$ cat src/rtl/common.sv
// Common scalar types shared across the execute-side blocks.
package common;

  typedef logic [63:0] u64;

endpackage : common

$ cat src/rtl/pipes.sv
// Pipeline-facing types: ALU operation encodings and the request bundle.
package pipes;

  import common::*;

  // Default tag width for users that do not parameterise their own request type.
  localparam int REQ_TAG_W = 4;

  typedef enum logic [4:0] {
    ALU_ADD   = 5'd0,
    ALU_SUB   = 5'd1,
    ALU_AND   = 5'd2,
    ALU_OR    = 5'd3,
    ALU_XOR   = 5'd4,
    ALU_SLL   = 5'd5,
    ALU_SRL   = 5'd6,
    ALU_SRA   = 5'd7,
    ALU_SLTI  = 5'd8,
    ALU_SLTIU = 5'd9,
    ALU_ADDW  = 5'd10,
    ALU_SUBW  = 5'd11,
    ALU_SLLW  = 5'd12,
    ALU_SRLW  = 5'd13,
    ALU_SRAW  = 5'd14
  } alufunc_t;

  typedef struct packed {
    u64                   a;
    u64                   b;
    alufunc_t             func;
    logic [REQ_TAG_W-1:0] tag;
  } alu_req_t;

endpackage : pipes

$ cat src/rtl/alu.sv
// Combinational 64-bit ALU; W variants operate on the low word and sign-extend.
module alu
  import common::*;
  import pipes::*;
(
  input  u64       a,
  input  u64       b,
  input  alufunc_t func,
  output u64       c
);

  logic [31:0] w_res;

  // Word result computed once, then sign-extended for every W operation.
  always_comb begin
    w_res = '0;
    case (func)
      ALU_ADDW: w_res = a[31:0] + b[31:0];
      ALU_SUBW: w_res = a[31:0] - b[31:0];
      ALU_SLLW: w_res = a[31:0] << b[4:0];
      ALU_SRLW: w_res = a[31:0] >> b[4:0];
      ALU_SRAW: w_res = 32'($signed(a[31:0]) >>> b[4:0]);
      default:  w_res = '0;
    endcase
  end

  // Final result select; unrecognised encodings forward operand b.
  always_comb begin
    c = b;
    case (func)
      ALU_ADD:   c = a + b;
      ALU_SUB:   c = a - b;
      ALU_AND:   c = a & b;
      ALU_OR:    c = a | b;
      ALU_XOR:   c = a ^ b;
      ALU_SLL:   c = a << b[5:0];
      ALU_SRL:   c = a >> b[5:0];
      ALU_SRA:   c = u64'($signed(a) >>> b[5:0]);
      ALU_SLTI:  c = {63'd0, ($signed(a) < $signed(b))};
      ALU_SLTIU: c = {63'd0, (a < b)};
      ALU_ADDW,
      ALU_SUBW,
      ALU_SLLW,
      ALU_SRLW,
      ALU_SRAW:  c = {{32{w_res[31]}}, w_res};
      default:   c = b;
    endcase
  end

endmodule : alu

$ cat src/rtl/alu_arbiter.sv
// Round-robin arbiter sharing one ALU between NREQ requesters, with a
// single registered valid/ready result stage tagged by requester id and tag.
module alu_arbiter
  import common::*;
  import pipes::*;
#(
  parameter  int NREQ  = 2,
  parameter  int TAG_W = 4,
  localparam int IDW   = (NREQ > 1) ? $clog2(NREQ) : 1
) (
  input  logic                       clk,
  input  logic                       reset,
  input  logic [NREQ-1:0]            req_valid,
  output logic [NREQ-1:0]            req_ready,
  input  logic [NREQ-1:0][63:0]      req_a,
  input  logic [NREQ-1:0][63:0]      req_b,
  input  alufunc_t [NREQ-1:0]        req_func,
  input  logic [NREQ-1:0][TAG_W-1:0] req_tag,
  output logic                       out_valid,
  input  logic                       out_ready,
  output logic [63:0]                out_c,
  output logic [IDW-1:0]             out_id,
  output logic [TAG_W-1:0]           out_tag
);

  // Request bundle carrying this instance's tag width.
  typedef struct packed {
    u64               a;
    u64               b;
    alufunc_t         func;
    logic [TAG_W-1:0] tag;
  } req_t;

  // Search from ptr+1 upward with wrap; returns {found, index}.
  function automatic logic [IDW:0] rr_pick(input logic [NREQ-1:0] valid,
                                           input logic [IDW-1:0]  ptr);
    logic [IDW:0] res;
    int           idx;
    res = '0;
    for (int k = 1; k <= NREQ; k++) begin
      idx = (int'(ptr) + k) % NREQ;
      if (!res[IDW] && valid[idx]) begin
        res = {1'b1, IDW'(idx)};
      end
    end
    return res;
  endfunction

  logic             out_valid_q, out_valid_d;
  u64               out_c_q,     out_c_d;
  logic [IDW-1:0]   out_id_q,    out_id_d;
  logic [TAG_W-1:0] out_tag_q,   out_tag_d;
  logic [IDW-1:0]   rr_ptr_q,    rr_ptr_d;

  logic             can_accept;
  logic [IDW:0]     pick;
  logic             grant_vld;
  logic [IDW-1:0]   grant_id;
  logic             xfer;
  req_t             sel_req;
  u64               alu_c;

  // Grant decision: depends on req_valid, out_ready and registered state only.
  always_comb begin
    can_accept = !out_valid_q || out_ready;
    pick       = rr_pick(req_valid, rr_ptr_q);
    grant_vld  = !reset && can_accept && pick[IDW];
    grant_id   = pick[IDW-1:0];
  end

  for (genvar gi = 0; gi < NREQ; gi++) begin : g_ready
    assign req_ready[gi] = grant_vld && (grant_id == IDW'(gi));
  end

  assign xfer = |(req_valid & req_ready);

  // Steer the winning requester's operands into the shared ALU.
  always_comb begin
    sel_req.a    = req_a[grant_id];
    sel_req.b    = req_b[grant_id];
    sel_req.func = req_func[grant_id];
    sel_req.tag  = req_tag[grant_id];
  end

  alu u_alu (
    .a    (sel_req.a),
    .b    (sel_req.b),
    .func (sel_req.func),
    .c    (alu_c)
  );

  // Output stage: load on transfer (no bubble), drain when consumed, else hold.
  always_comb begin
    out_valid_d = out_valid_q;
    out_c_d     = out_c_q;
    out_id_d    = out_id_q;
    out_tag_d   = out_tag_q;
    rr_ptr_d    = rr_ptr_q;
    if (xfer) begin
      out_valid_d = 1'b1;
      out_c_d     = alu_c;
      out_id_d    = grant_id;
      out_tag_d   = sel_req.tag;
      rr_ptr_d    = grant_id;
    end else if (out_valid_q && out_ready) begin
      out_valid_d = 1'b0;
    end
  end

  // State register; reset leaves the last requester as previous winner so 0 goes first.
  always_ff @(posedge clk) begin
    if (reset) begin
      out_valid_q <= 1'b0;
      out_c_q     <= '0;
      out_id_q    <= '0;
      out_tag_q   <= '0;
      rr_ptr_q    <= IDW'(NREQ - 1);
    end else begin
      out_valid_q <= out_valid_d;
      out_c_q     <= out_c_d;
      out_id_q    <= out_id_d;
      out_tag_q   <= out_tag_d;
      rr_ptr_q    <= rr_ptr_d;
    end
  end

  assign out_valid = out_valid_q;
  assign out_c     = out_c_q;
  assign out_id    = out_id_q;
  assign out_tag   = out_tag_q;

endmodule : alu_arbiter

$ cat config.mk
export PLATFORM = sky130hd
export DESIGN_NAME = alu_arbiter
export DESIGN_NICKNAME = d
export VERILOG_FILES = /design/src/rtl/common.sv /design/src/rtl/pipes.sv /design/src/rtl/alu.sv /design/src/rtl/alu_arbiter.sv
export SDC_FILE = /design/constraint.sdc
export NUM_CORES = 2
export LEC_CHECK = 0
export ABC_AREA = 1
export CAP_MARGIN = 20
export CORE_ASPECT_RATIO = 1.2
export CORE_MARGIN = 8
export CORE_UTILIZATION = 32
export CTS_CLUSTER_SIZE = 14
export DETAILED_ROUTE_END_ITERATION = 12
export MAX_ROUTING_LAYER = met4
export PLACE_DENSITY = 0.54
export SYNTH_ARGS = -nofsm -noshare
export SYNTH_HDL_FRONTEND = slang
export SYNTH_SLANG_ARGS = --single-unit
$ cat constraint.sdc
create_clock -name clk -period 6.7 [get_ports clk]
set_clock_uncertainty 0.1 [all_clocks]
set_input_delay 2.01 -clock clk [delete_from_list [all_inputs] [get_ports clk]]
set_output_delay 2.01 -clock clk [all_outputs]
set_load 0.05 [all_outputs]
==> impl_metrics.csv <==
group,metric,value,unit
run_status,status,"finished, final reports clean",
floorplan,die_y,356,um
floorplan,start_util,0.323,
global_routing,grt-ovfl-total,0,
timing,rsz0062_at_grt,"true",
cts,numCtsBuffers,9,
layout,drive_gt1_frac,0.199,
yosys,syn_inst,6139,
floorplan,die_area,106000,um2
min_path,hold_class,"flip-flop to flip-flop",
global_routing,grt_pass1_vias,48139,
yosys,ys_ff_latch,71,
timing,slew_headroom,0.219,
worst_setup_path,cp_slowest_cell,"clkdlybuf4s50_1",
worst_setup_path,r2r-end,"out_c[38]",
global_routing,use_met2,0.709,
routing,viasPerCell,5.88,
layout,final_cell_count_no_fill,8775,
worst_setup_path,cp-end-kind,"flip-flop",
worst_setup_path,crit_path_start,"req_valid[0]",
yosys,synth_edf_count,0,
timing,fin_setup_tns,0,ns
yosys,synth_commonest_cells,"nand2_1 (1770), nand3_1 (1039), inv_1 (645)",
routing,drt-initial-drc-count,7569,
worst_setup_path,required,6.84,ns
layout,final_core_util,0.476,
worst_setup_path,crit_end,"out_c[38]",
placement,postPlaceCellArea,44700,um2
floorplan,die_w,299,um
global_routing,grt_most_used_layer,"met2",
worst_setup_path,r2r_cells,27,
placement,dp.cells,8739,
layout,area_growth_syn_to_layout,47.4,%
timing,final-max-slew-violation-count,0,
layout,stdcell_area,45300,um2
worst_setup_path,crit_fanout,86,
placement,io_buffers,350,
yosys,syn-mean-instance-area,5.01,um2
worst_setup_path,critPathMaxStageDelay,0.49,ns
worst_setup_path,arrival,6.76,ns
routing,ant_nets,0,
global_routing,grt_use_total,0.471,
yosys,syn_area,30700,um2
worst_setup_path,start_kind,"input port",
power,ir_drop,0.143,mV
global_routing,use_met3,0.109,
cts,clock_latency,0.40,ns
worst_setup_path,crit_path_frequent_cell,"nand2_1",
cts,max-clock-path-buffers,2,
routing,wl_per_cell,29.4,um
flow_run,max_cap_viol_count,0,
cts,clk_pin_slew,0.08,ns
global_routing,grt_pass1_wl,352,mm
timing,clock.fmax,151,MHz
worst_setup_path,r2r_start,"rr_ptr_q",
yosys,ys_seq_area_frac,0.0462,
cts,numClockSinks,71,
cts,cts_root_buf,"clkbuf_16",
floorplan,row_count,124,
timing,period_needed,6.62,ns
power,power.density,179,nW/um2
yosys,synth.most_common_cell,"nand2_1",
cts,cts_tree,"yes",
power,total_power,8.12,mW
floorplan,design.core.area,95300,um2
timing,setup-violations-final,0,
routing,drc,0,
yosys,ys.flop_type,"dfxtp_1",
yosys,synth_top_area_cell,"nand2_1",
worst_setup_path,r2r_slack,1.79,ns
global_routing,grt_max_degree,134,
timing,timing.final.ws_setup,0.0802,ns
yosys,yosysWarningCount,0,
cts,htree_levels,3,
yosys,netlist.area_leader.share,0.216,
global_routing,antenna_found_initial,16,
timing,whs,0.369,ns
timing,final.period_utilization,0.988,
layout,nNetsFinal,8000,
yosys,syn_nets,6643,
yosys,ys_types,53,
global_routing,grtUsageMet1,0.551,
placement,routabilityCongestion,1.15,
yosys,async_flop_share,0,
yosys,synth_area_leaders,"nand2_1 (22%), nand3_1 (17%), ha_1 (9.0%), a21oi_1 (8.1%), inv_1 (7.9%)",
worst_setup_path,crit_type,"input port to flip-flop",
placement,dp_worst_setup_slack,-0.501,ns
timing,worst_pin_slew,1.17,ns
routing,wirelength,258,mm
routing,dr_total_vias,51577,
power,cellLeakagePower,22.9,nW
timing,hold_viol_final,0,
floorplan,ios,351,
routing,drtPass1Iterations,10,
placement,hpwl,218,mm
[cells in the final DEF, fill, tap and decap left out, drive strengths merged, types with 2 or more instances in the layout]
cell / n
o221ai: 8
nand2: 1781
or2: 56
o21a: 8
a21o: 25
fa: 3
a21oi: 495
nor3: 49
o22ai: 38
ha: 222
nor4: 11
o211ai: 47
clkdlybuf4s50: 346
diode: 14
clkinvlp: 3
xor2: 35
inv: 675
a221oi: 7
and2: 3
nor2: 561
xnor2: 2
a31oi: 21
dfxtp: 71
o21ai: 461
a21boi: 13
o211a: 4
buf: 1312
nand3: 1040
clkinv: 3
a211oi: 9
o21bai: 26
nand3b: 51
o2111ai: 6
clkbuf: 9
nand4: 94
[area by class of cell]
class,instances,area (um2)
sequential,71,1420
fill,10774,49900
antenna,14,35.0
clock inverter,7,62.6
inverter,674,2540
timing repair buffer,1658,13800
multi-input combinational,5082,25600
clock buffer,9,225
tap,1260,1580
[cells by family after synthesis]
| family | share of synthesized area |
|---|---|
| simple gates | 0.513 |
| compound gates | 0.210 |
| buf+inv | 0.129 |
| fa+ha+maj | 0.0923 |
| flops | 0.0462 |
| xor+xnor | 0.0105 |
[critical path: cells and delay by family]
kind,cells,cell delay (ns)
AND/OR/NAND/NOR,16,2.23
buffers and inverters,10,1.89
AO/OA/AOI/OAI,1,0.06
adder cells (fa/ha/maj),1,0.38
[registers in the layout (all words and copies together), names as in the netlist]
| name | count |
|---|---|
| out_tag | 4 |
| out_valid | 1 |
| out_c | 64 |
| out_id | 1 |
| rr_ptr_q | 1 |
[how the worst min path moves through the flow]
| stage | startpoint | to | slack, ns | depth (start not counted) |
|---|---|---|---|---|
| after CTS | out_c[10] | out_c[10] | 0.37 | 2 |
| after floorplan | rr_ptr_q | rr_ptr_q | 0.35 | 2 |
| after global routing | out_c[5] | out_c[5] | 0.38 | 2 |
| after global placement | out_c[7] | out_c[7] | 0.35 | 2 |
| after detailed placement | out_c[10] | out_c[10] | 0.35 | 2 |
| final | out_c[10] | out_c[10] | 0.37 | 2 |
[per-layer routing]
layer  vias up  wire (um)  share of wire
li1      23108          -              -
met1     24049      94500           0.37
met2      3565     110000           0.43
met3       855      29400           0.11
met4         0      23400          0.091
met5         -          0              0
[power breakdown]
group / internal [mW] / leakage [nW] / switching (mW)
combinational: 2.60 / 22.2 / 4.46
sequential: 0.460 / 0.581 / 0.0368
clock: 0.260 / 0.133 / 0.304
[repair_timing]
action / in CTS / in global routing
pin swaps: 0 / 16
gates cloned: 0 / 0
resized for setup: 1 / 62
buffers inserted: 0 / 5
hold buffers: 0 / 0
setup endpoints to repair: 1 / 40
(Power assumes the default switching activity.)
